===== config.mk =====
export PLATFORM = sky130hd
export DESIGN_NAME = rf_scoreboard
export DESIGN_NICKNAME = d
export VERILOG_FILES = /design/src/rtl/rf_scoreboard.sv
export SDC_FILE = /design/constraint.sdc
export NUM_CORES = 1
export LEC_CHECK = 0
export CAP_MARGIN = 20
export CORE_MARGIN = 2
export CORE_UTILIZATION = 35
export CTS_CLUSTER_SIZE = 30
export DETAILED_ROUTE_END_ITERATION = 10
export GPL_TIMING_DRIVEN = 0
export SETUP_SLACK_MARGIN = 0.3
export SLEW_MARGIN = 0
export SYNTH_ARGS = -nofsm -noshare
export SYNTH_HDL_FRONTEND = slang
export SYNTH_SLANG_ARGS = --single-unit

===== constraint.sdc =====
create_clock -name clk -period 4.2 [get_ports clk]
set_input_delay 1.05 -clock clk [delete_from_list [all_inputs] [get_ports clk]]
set_output_delay 1.05 -clock clk [all_outputs]
set_load 0.005 [all_outputs]

===== src/rtl/rf_scoreboard.sv =====
// rtl/rf_scoreboard.sv - per-register pending-write scoreboard for ID hazard stalls
module rf_scoreboard #(
   parameter int CNT_W = 2,
   parameter int NREG  = 32
) (
   input  logic            clk,
   input  logic            reset,
   input  logic            flush,
   input  logic            id_valid,
   input  logic [4:0]      id_rs1,
   input  logic            id_rs1_en,
   input  logic [4:0]      id_rs2,
   input  logic            id_rs2_en,
   input  logic [4:0]      id_rd,
   input  logic            id_rd_we,
   input  logic            id_fire,
   input  logic            wb_valid,
   input  logic            wb_we,
   input  logic [4:0]      wb_waddr,
   output logic            id_stall,
   output logic [NREG-1:0] busy_vec,
   output logic [5:0]      inflight,
   output logic            sb_err
);

   localparam logic [CNT_W-1:0] CNT_MAX  = {CNT_W{1'b1}};
   localparam logic [CNT_W-1:0] CNT_ZERO = '0;

   logic [CNT_W-1:0] cnt_q [NREG];
   logic [CNT_W-1:0] cnt_d [NREG];
   logic [5:0]       inflight_q, inflight_d;
   logic             err_q, err_d;

   logic issue, retire, same_reg;
   logic issue_sat, retire_unf;
   logic issue_app, retire_app;
   logic raw_rs1, raw_rs2, rd_full;

   // Register 0 is excluded here, so its counter can never leave zero.
   assign issue    = id_fire & id_rd_we & (id_rd != 5'd0);
   assign retire   = wb_valid & wb_we & (wb_waddr != 5'd0);

   // Issue and retire on the same register cancel out, including at the
   // counter limits, so neither an error nor a change is produced.
   assign same_reg   = issue & retire & (id_rd == wb_waddr);
   assign issue_sat  = issue & ~same_reg & (cnt_q[id_rd] == CNT_MAX);
   assign retire_unf = retire & ~same_reg & (cnt_q[wb_waddr] == CNT_ZERO);
   assign issue_app  = issue & ~same_reg & ~issue_sat;
   assign retire_app = retire & ~same_reg & ~retire_unf;

   // Hazard detection uses registered counters only; a retire in this cycle
   // releases the stall next cycle because there is no WB-to-ID bypass.
   assign raw_rs1  = id_rs1_en & (id_rs1 != 5'd0) & (cnt_q[id_rs1] != CNT_ZERO);
   assign raw_rs2  = id_rs2_en & (id_rs2 != 5'd0) & (cnt_q[id_rs2] != CNT_ZERO);
   assign rd_full  = id_rd_we & (id_rd != 5'd0) & (cnt_q[id_rd] == CNT_MAX);
   assign id_stall = id_valid & (raw_rs1 | raw_rs2 | rd_full);

   // Busy flags mirror the counters; bit 0 is hard-wired low.
   always_comb begin
      busy_vec = '0;
      for (int i = 1; i < NREG; i++) begin
         busy_vec[i] = (cnt_q[i] != CNT_ZERO);
      end
   end

   assign inflight = inflight_q;
   assign sb_err   = err_q;

   // Next-state: flush wins over issue/retire; errors are sticky and only
   // recorded on cycles that actually update counters.
   always_comb begin
      for (int i = 0; i < NREG; i++) begin
         cnt_d[i] = cnt_q[i];
      end
      inflight_d = inflight_q;
      err_d      = err_q;
      if (flush) begin
         for (int i = 0; i < NREG; i++) begin
            cnt_d[i] = CNT_ZERO;
         end
         inflight_d = 6'd0;
      end else begin
         if (issue_app) begin
            cnt_d[id_rd] = cnt_q[id_rd] + 1'b1;
         end
         if (retire_app) begin
            cnt_d[wb_waddr] = cnt_q[wb_waddr] - 1'b1;
         end
         inflight_d = inflight_q + {5'd0, issue_app} - {5'd0, retire_app};
         err_d      = err_q | issue_sat | retire_unf;
      end
   end

   // State registers with asynchronous clear.
   always_ff @(posedge clk or posedge reset) begin
      if (reset) begin
         for (int i = 0; i < NREG; i++) begin
            cnt_q[i] <= CNT_ZERO;
         end
         inflight_q <= 6'd0;
         err_q      <= 1'b0;
      end else begin
         for (int i = 0; i < NREG; i++) begin
            cnt_q[i] <= cnt_d[i];
         end
         inflight_q <= inflight_d;
         err_q      <= err_d;
      end
   end

endmodule


=== Word-level counts from Yosys, hierarchy flattened ===
Cells that the tools add are included.

* Output and inout bits: 40
* Bits of input ports: 30
* Bits in registers: 71

* Eq/ne operators: 2
* Bitwise operators: 30
* Order comparisons: 6
* Multiplexer cells: 23
* Reduce and logical (&&, ||, !) cells: 40
* Add/subtract/negate cells: 4

{| class="wikitable"
|+ Operators by type and width
! cell !! number
|-
| $mux W64 || 4
|-
| $bwmux W64 || 2
|-
| $reduce_bool A2 Y1 || 33
|-
| $bmux W2 S5 || 4
|-
| $ge A6 B6 Y1 const B || 4
|-
| $not A5 Y6 || 4
|-
| $demux W2 S5 || 2
|-
| $mux W2 || 10
|-
| $reduce_bool A5 Y1 || 4
|-
| $and A1 B1 Y1 || 19
|-
| $lt A6 B1 Y1 const B || 2
|-
| $add A6 B1 Y6 || 1
|-
| $mux W6 || 1
|-
| $sub A6 B1 Y6 || 1
|-
| $eq A5 B5 Y1 || 1
|-
| $or A1 B1 Y1 || 4
|-
| $not A1 Y1 || 3
|-
| $add A2 B1 Y2 const B || 1
|-
| $eq A2 B2 Y1 const B || 1
|-
| $logic_and A1 B1 Y1 || 2
|-
| $logic_not A2 Y1 || 1
|-
| $sub A2 B1 Y2 const B || 1
|}

=== Longest topological paths before layout ===
Gate-level depths: netlist of the first run.

* Depth after elaboration: 14
* Mapped depth: 19

=== Worst setup path after synthesis of the first run ===
Ideal clock, no wire load.

* Path type: input to register
* From: in id_rd[0]
* To: reg inflight_q[4] (netlist: inflight[4])
* Path buffers: 3
* Stages: 19
* Arrival: 4.436 ns
* Data required time: 4.068 ns
* Path slack: -0.368 ns
* Library setup time: 0.132 ns
* Cell sequence: buf_2 -> buf_6 -> buf_2 -> mux4_2 -> a22oi_1 -> o2111ai_1 -> ha_1 -> a211oi_2 -> inv_2 -> ha_1 -> inv_1 -> ha_1 -> inv_1 -> fa_1 -> inv_1 -> a21o_1 -> a21oi_1 -> xor2_1 -> nor2_1

* Word-level cells in the longest chain between the ends: 12
* Elaborated cells between the ends (all ways): 22

{| class="wikitable"
|+ Ends and longest elaborated chain
! element !! line !! source
|-
| start, declared || 14 || <nowiki>input logic [4:0] id_rd,</nowiki>
|-
| branches (longest 10 deep; another with $add A6 B1 Y6) || - ||
|-
| $sub A6 B1 Y6 * || 89 || <nowiki>inflight_d = inflight_q + {5'd0, issue_app} - {5'd0, retire_app};</nowiki>
|-
| $mux W6 * || 77 || <nowiki>if (flush) begin</nowiki>
|-
| named net inflight_d[4] || 31 || <nowiki>logic [5:0] inflight_q, inflight_d;</nowiki>
|-
| end signal, assigned || 106 || <nowiki>inflight_q <= inflight_d;</nowiki>
|-
| end, declared || 31 ||
|}

Mark *: on every way through the listed nets, which the timed path passes. The select of a mux whose other input is x is not followed.
A chain may end at the register's enable or synchronous reset.

=== Worst setup path in the final report of the first run ===
* From: in id_rd[0]
* To: out id_stall

* Word-level cells in the longest chain between the ends: 8
* Elaborated cells between the ends (all ways): 10

{| class="wikitable"
|+ Ends and longest elaborated chain
! element !! line !! source
|-
| $not A5 Y6 (not written as such) || 55 || <nowiki>assign rd_full = id_rd_we & (id_rd != 5'd0) & (cnt_q[id_rd] == CNT_MAX);</nowiki>
|-
| $bmux W2 S5 || 55 ||
|-
| $mux W2 (not written as such) (2 in a row) || 55 ||
|-
| $eq A2 B2 Y1 || 55 ||
|-
| $and A1 B1 Y1 * || 55 ||
|-
| $or A1 B1 Y1 * || 56 || <nowiki>assign id_stall = id_valid & (raw_rs1 | raw_rs2 | rd_full);</nowiki>
|-
| $and A1 B1 Y1 * || 56 ||
|-
| end, declared || 20 || <nowiki>output logic id_stall,</nowiki>
|}

Mark *: on every way between the ends. The rest lies on a longest branch, timed or not. The select of a mux whose other input is x is not followed.

==> results.py, run 1 <==
metrics = {
    "worst_setup_path": {
        "r2r-end": "inflight[5]$_DFF_PP0_",
        "r2r_start": "cnt_q[34]$_DFF_PP0_",
        "crit_path_end_kind": "primary output",
        "reg2regPathDepth": 18,
        "cp.arrival_ps": 3310,
        "cp_max_fo": 6,
        "start_kind": "input pin",
        "reg2reg_slack_ps": 440,
        "critPathRequiredTime_ps": 3150,
        "path_class": "input pin to primary output",
    },
    "floorplanning": {
        "dieArea_um2": 18900,
        "start_util_pct": 36.0,
        "die-width_um": 138,
        "dieHeight_um": 138,
        "core-area_um2": 17400,
        "row_count": 48,
        "ios": 70,
    },
    "sta": {
        "finalCriticalPeriod_ps": 4360,
        "tightest_slew_ps": 1360,
        "slew_headroom_pct": 9.45,
        "postLayoutSetupSlackWorst_ps": -162,
        "fin_skew_ps": 9.56,
        "fmax_mhz": 229,
        "tns_ps": -300,
        "period_share_pct": 104,
        "maxSlewViolCount": 0,
        "rsz0062_at_grt": "true",
        "hold_ws_ps": 509,
        "hold_viol_final": 0,
        "setup_viol": 3,
    },
    "layout": {
        "nNetsFinal": 855,
        "num_antenna_cells": 0,
        "layout-drive-gt1-share_pct": 33.1,
        "multi_input_area_um2": 4580,
        "areaGrowthSynthToFinish_pct": 40.6,
        "postLayoutCellArea_um2": 8770,
        "fin_util_pct": 50.6,
        "nFillCells": 1575,
        "register_area_um2": 1780,
    },
    "global_routing": {
        "grt_pass1_wl_um": 40700,
        "antenna_found_initial": 0,
        "grt_pass1_vias": 6490,
        "grt_max_degree": 38,
        "grt-ovfl-total": 0,
        "track_usage_pct": 30.2,
    },
    "synth": {
        "synth_async_sr_flop_share_pct": 100,
        "yosysUniqueCellTypes": 63,
        "ys_seq_area_share_pct": 28.5,
        "synth_top_flop_cell": "dfrtp_1",
        "synth_warnings": 0,
        "synthTopCellsByArea": "dfrtp_1 (28%), mux4_2 (14%), nand2_1 (4.4%), mux2i_1 (4.0%), a221oi_1 (3.8%)",
        "synth_area_um2": 6240,
        "synth.avg_cell_area_um2": 8.95,
        "netlist_instances": 697,
        "synthMostInstantiatedCell": "nand2_1",
        "synthTopCellsByCount": "nand2_1 (73), dfrtp_1 (71), nor2_1 (61)",
        "synth_edf_count": 0,
        "synth_seq_cells": 71,
        "syn-num-nets": 736,
        "synth_top_area_share_pct": 28.5,
        "yosysTopAreaCell": "dfrtp_1",
    },
    "min_path": {
        "hold_depth": 1,
        "whs_endpoint": "sb_err$_DFFE_PP0N_",
        "hold_start": "sb_err$_DFFE_PP0N_",
        "hold_path_class": "register to register",
    },
    "power_and_ir_drop": {
        "irDropWorstVdd_uv": 182,
        "leakage_nw": 3.58,
        "power.density_nw_per_um2": 235,
    },
    "clocking": {
        "clockBufferDepth": 2,
        "postCtsHoldBufs": 0,
        "cts.sinks": 71,
        "clkTransAtPathRegs_ps": 60,
        "h-tree-depth": 3,
        "cts-buffers-inserted": 9,
        "root_buffer": "clkbuf_16",
        "cts_tree": "yes",
        "worstSkewPairLatency_ps": 360,
    },
    "drt": {
        "antenna_left": 0,
        "wire_per_inst_um": 27.8,
        "drtIter0Drc": 932,
        "drc": 0,
        "wirelength_um": 29100,
        "num_vias": 6935,
        "first_pass_iters": 6,
        "vias_per_cell": 6.63,
    },
    "placed_design": {
        "portBuffers": 59,
        "place_area_um2": 7270,
        "gp_congestion": 0.995,
        "hpwl_um": 19700,
    },
    "job": {
        "maxCapViolations": 0,
    },
    "status": {
        "status": "finished with violations",
        "violations": "setup timing",
    },
}
## state kept, by name (all words and copies together), names as in the netlist
signal    cells
cnt_q        64
inflight      6
sb_err        1
## cells in the final DEF, fill, tap and decap left out, drive strengths merged, types with 9 or more instances in the layout
cell and n:
mux4 39, nor3 17, buf 73, a311oi 18, a221oi 27, nand2 73
and3 11, clkbuf 50, a22oi 14, a211oi 12, nor3b 10, nand3 39
mux2 9, a21oi 30, and2 9, clkdlybuf4s50 54, nor2 62, o21ai 12
dfrtp 71, a31oi 16, a31o 11, mux2i 25, inv 42
## how the worst max path moves through the flow
stage          slack, ps  cells after the start        start                    end
6_report            -160                     13     id_rd[0]               id_stall
5_1_grt             -230                     13     id_rd[0]               id_stall
4_1_cts             -120                     13     id_rd[0]               id_stall
3_5_place_dp       -1420                     13     id_rd[4]               id_stall
3_3_place_gp       -1680                     12  wb_waddr[2]    cnt_q[27]$_DFF_PP0_
2_1_floorplan        -20                     19     id_rd[0]  inflight[4]$_DFF_PP0_
## final cells by class
type | count | share of cell area (%)
Multi-Input combinational cell | 521 | 52.2
Clock buffer | 10 | 2.61
Clock inverter | 6 | 0.970
Sequential cell | 71 | 20.2
Timing Repair Buffer | 108 | 12.9
Inverter | 42 | 1.83
Buffer | 63 | 5.97
Tap cell | 225 | 3.21
## stage by stage
stage	setup WS, ps	total power [mW]	cells
after detailed placement	-1420	1.10	983
after CTS	-117	1.99	1023
after global placement	-1680	1.10	981
after global routing	-225	2.11	1046
final	-162	2.06	1046
after floorplan	-21.8	0.957	697
## logic make-up after synthesis
family,share of synthesized area (%)
compound gates,19.1
simple gates,22.1
fa+ha+maj,1.92
buf+inv,7.06
flops,28.5
xor+xnor,1.54
other cells,0.0601
mux,19.8
## where the power goes
group          switching, mW  internal [mW]  total, mW
clock                  0.340          0.519      0.858
sequential            0.0135          0.699      0.712
combinational          0.274          0.218      0.492
total                  0.627           1.44       2.06
## routing by layer
metal,global-route usage [%],wire [um]
met5,0,0
met4,20.7,2080
met3,6.40,3600
met2,44.9,12600
met1,39.2,10800
## worst max-delay path, stage by stage
cell,delay [ps]
buf_12,100
buf_12,140
mux4_2,570
a22oi_2,250
nand3_4,120
or2_4,250
ha_4,180
nand3_2,60
a21oi_2,40
a31oi_1,150
a21boi_2,170
nand4_1,80
buf_2,140
## timing repair
| item | in CTS | in global routing |
|---|---|---|
| cloned | 2 | 3 |
| gates resized for setup | 92 | 98 |
| buffers inserted | 22 | 20 |
| setup endpoints to repair | 69 | 57 |
| pin swaps | 14 | 43 |
(Power assumes the default switching activity.)
==> run 2: changes to the inputs <==
GPL_TIMING_DRIVEN = unset   (was 0)
==> results.py, run 2 (synthesized netlist as in run 1, its figures left out) <==
metrics = {
    "status": {
        "status": "finished with violations",
        "violations": "setup timing",
    },
    "floorplanning": {
        "dieHeight_um": 138,
        "start_util_pct": 36.0,
        "die-width_um": 138,
        "row_count": 48,
        "core-area_um2": 17400,
        "ios": 70,
        "dieArea_um2": 18900,
    },
    "clocking": {
        "h-tree-depth": 3,
        "worstSkewPairLatency_ps": 350,
        "clkTransAtPathRegs_ps": 60,
        "cts-buffers-inserted": 9,
        "cts_tree": "yes",
        "root_buffer": "clkbuf_16",
        "cts.sinks": 71,
        "clockBufferDepth": 2,
    },
    "layout": {
        "nFillCells": 1549,
        "nNetsFinal": 916,
        "num_antenna_cells": 0,
        "areaGrowthSynthToFinish_pct": 46.6,
        "final_common_cell": "buf_4",
        "layout-drive-gt1-share_pct": 39.1,
        "final_cells": 1105,
        "postLayoutCellArea_um2": 9150,
        "top_register": "cnt_q",
        "fin_util_pct": 52.7,
        "largest_register_ffs": 64,
        "final_cell_mix": "buf_4 (133), dfrtp_1 (71), nor2_1 (60), nand2_1 (58), clkdlybuf4s50_1 (55)",
    },
    "min_path": {
        "hold_depth": 1,
        "hold_start": "sb_err$_DFFE_PP0N_",
        "whs_endpoint": "sb_err$_DFFE_PP0N_",
        "hold_path_class": "register to register",
    },
    "sta": {
        "hold_ws_ps": 496,
        "tightest_slew_ps": 1080,
        "rsz0062_at_grt": "true",
        "postLayoutSetupSlackWorst_ps": -12.5,
        "fmax_mhz": 237,
        "maxSlewViolCount": 0,
        "finalCriticalPeriod_ps": 4210,
        "period_share_pct": 100,
        "hold_viol_final": 0,
        "setup_viol": 1,
        "tns_ps": -12.5,
        "slew_headroom_pct": 28.0,
        "fin_skew_ps": 5.73,
    },
    "drt": {
        "wire_per_inst_um": 25.4,
        "drtIter0Drc": 711,
        "vias_per_cell": 6.40,
        "antenna_left": 0,
        "num_vias": 7072,
        "wirelength_um": 28000,
        "drc": 0,
        "first_pass_iters": 7,
    },
    "placed_design": {
        "dp.cells": 1062,
        "dp_slack_ps": -896,
        "hpwl_um": 19600,
        "gp_congestion": 0.975,
        "portBuffers": 68,
        "place_area_um2": 8100,
    },
    "worst_setup_path": {
        "cp_max_fo": 5,
        "crit_path_end_kind": "primary output",
        "worstPathCellList": "buf_12 > buf_12 > mux4_2 > a22oi_2 > nand3_2 > or2_4 > ha_4 > nand3_2 > a21oi_2 > a31oi_1 > a21boi_2 > nand4_1 > buf_2",
        "path_class": "input pin to primary output",
        "r2r_start": "cnt_q[42]$_DFF_PP0_",
        "reg2reg_slack_ps": 520,
        "start_kind": "input pin",
        "slowest_stage": "mux4_2",
        "critPathRequiredTime_ps": 3150,
        "cp.arrival_ps": 3160,
        "slowest_delay_ps": 510,
        "r2r-end": "inflight[4]$_DFF_PP0_",
        "reg2regPathDepth": 19,
    },
    "power_and_ir_drop": {
        "power.density_nw_per_um2": 217,
        "irDropWorstVdd_uv": 177,
        "power_mw": 1.98,
        "leakage_nw": 4.03,
    },
    "global_routing": {
        "grt_max_degree": 72,
        "antenna_found_initial": 0,
        "grt_pass1_wl_um": 41100,
        "grt_pass1_vias": 6835,
        "grt-ovfl-total": 0,
        "track_usage_pct": 29.6,
    },
    "job": {
        "maxCapViolations": 0,
    },
}
## run 2: changes by cell type in the layout (fill, tap and decap cells not counted), moves of 10 or more
cell	before	now
buf_4	39	133
clkbuf_1	18	2
nand2_1	71	58
nand2_2	2	12
nand3_1	22	34
nand3_4	10	0
## run 2: what timing repair did
action                                  4_1_cts  5_1_grt
cloned                                        5        2
endpoints found under the setup margin       66       52
setup buffers                                21        1
hold buffers                                  0        0
pin swaps                                    60       23
resized for setup                            88       44
## run 2: cell type report
type                       instances  area, um2  share of cell area (%)
clock buffer                      11        233                    2.54
clock inverter                     3       46.3                   0.506
inverter                          42        160                    1.75
multi-input combinational        521       4510                    49.3
sequential                        71       1780                    19.4
tap                              225        282                    3.08
timing repair buffer             232       2140                    23.4
## run 2: layer usage
metal / share of wire (%) / global-route usage, % / up-vias
li1: - / - / 2986
met1: 39 / 39.0 / 3479
met2: 45 / 45.3 / 503
met3: 11 / 6.11 / 104
met4: 5.3 / 16.8 / 0
met5: 0 / 0 / -
## run 2: worst max-delay path: cells and delay by family
kind,cells,cell delay (ps)
mux,1,510
buf+inv,3,380
fa+ha+maj,1,160
compound gates,4,540
simple gates,4,510
## run 2: report_power, final
group / internal, mW / switching (mW) / total [mW]
Clock: 0.455 / 0.318 / 0.773
Sequential: 0.699 / 0.0141 / 0.713
Combinational: 0.243 / 0.255 / 0.498
Total: 1.40 / 0.587 / 1.98
## run 2: how the worst max path moves through the flow
stage	endpoint	cells after the start	from
final	id_stall	13	id_rd[0]
after global routing	id_stall	13	id_rd[0]
after CTS	id_stall	13	id_rd[0]
after detailed placement	id_stall	13	id_rd[0]
after global placement	id_stall	13	id_rd[0]
after floorplan	inflight[4]$_DFF_PP0_	19	id_rd[0]
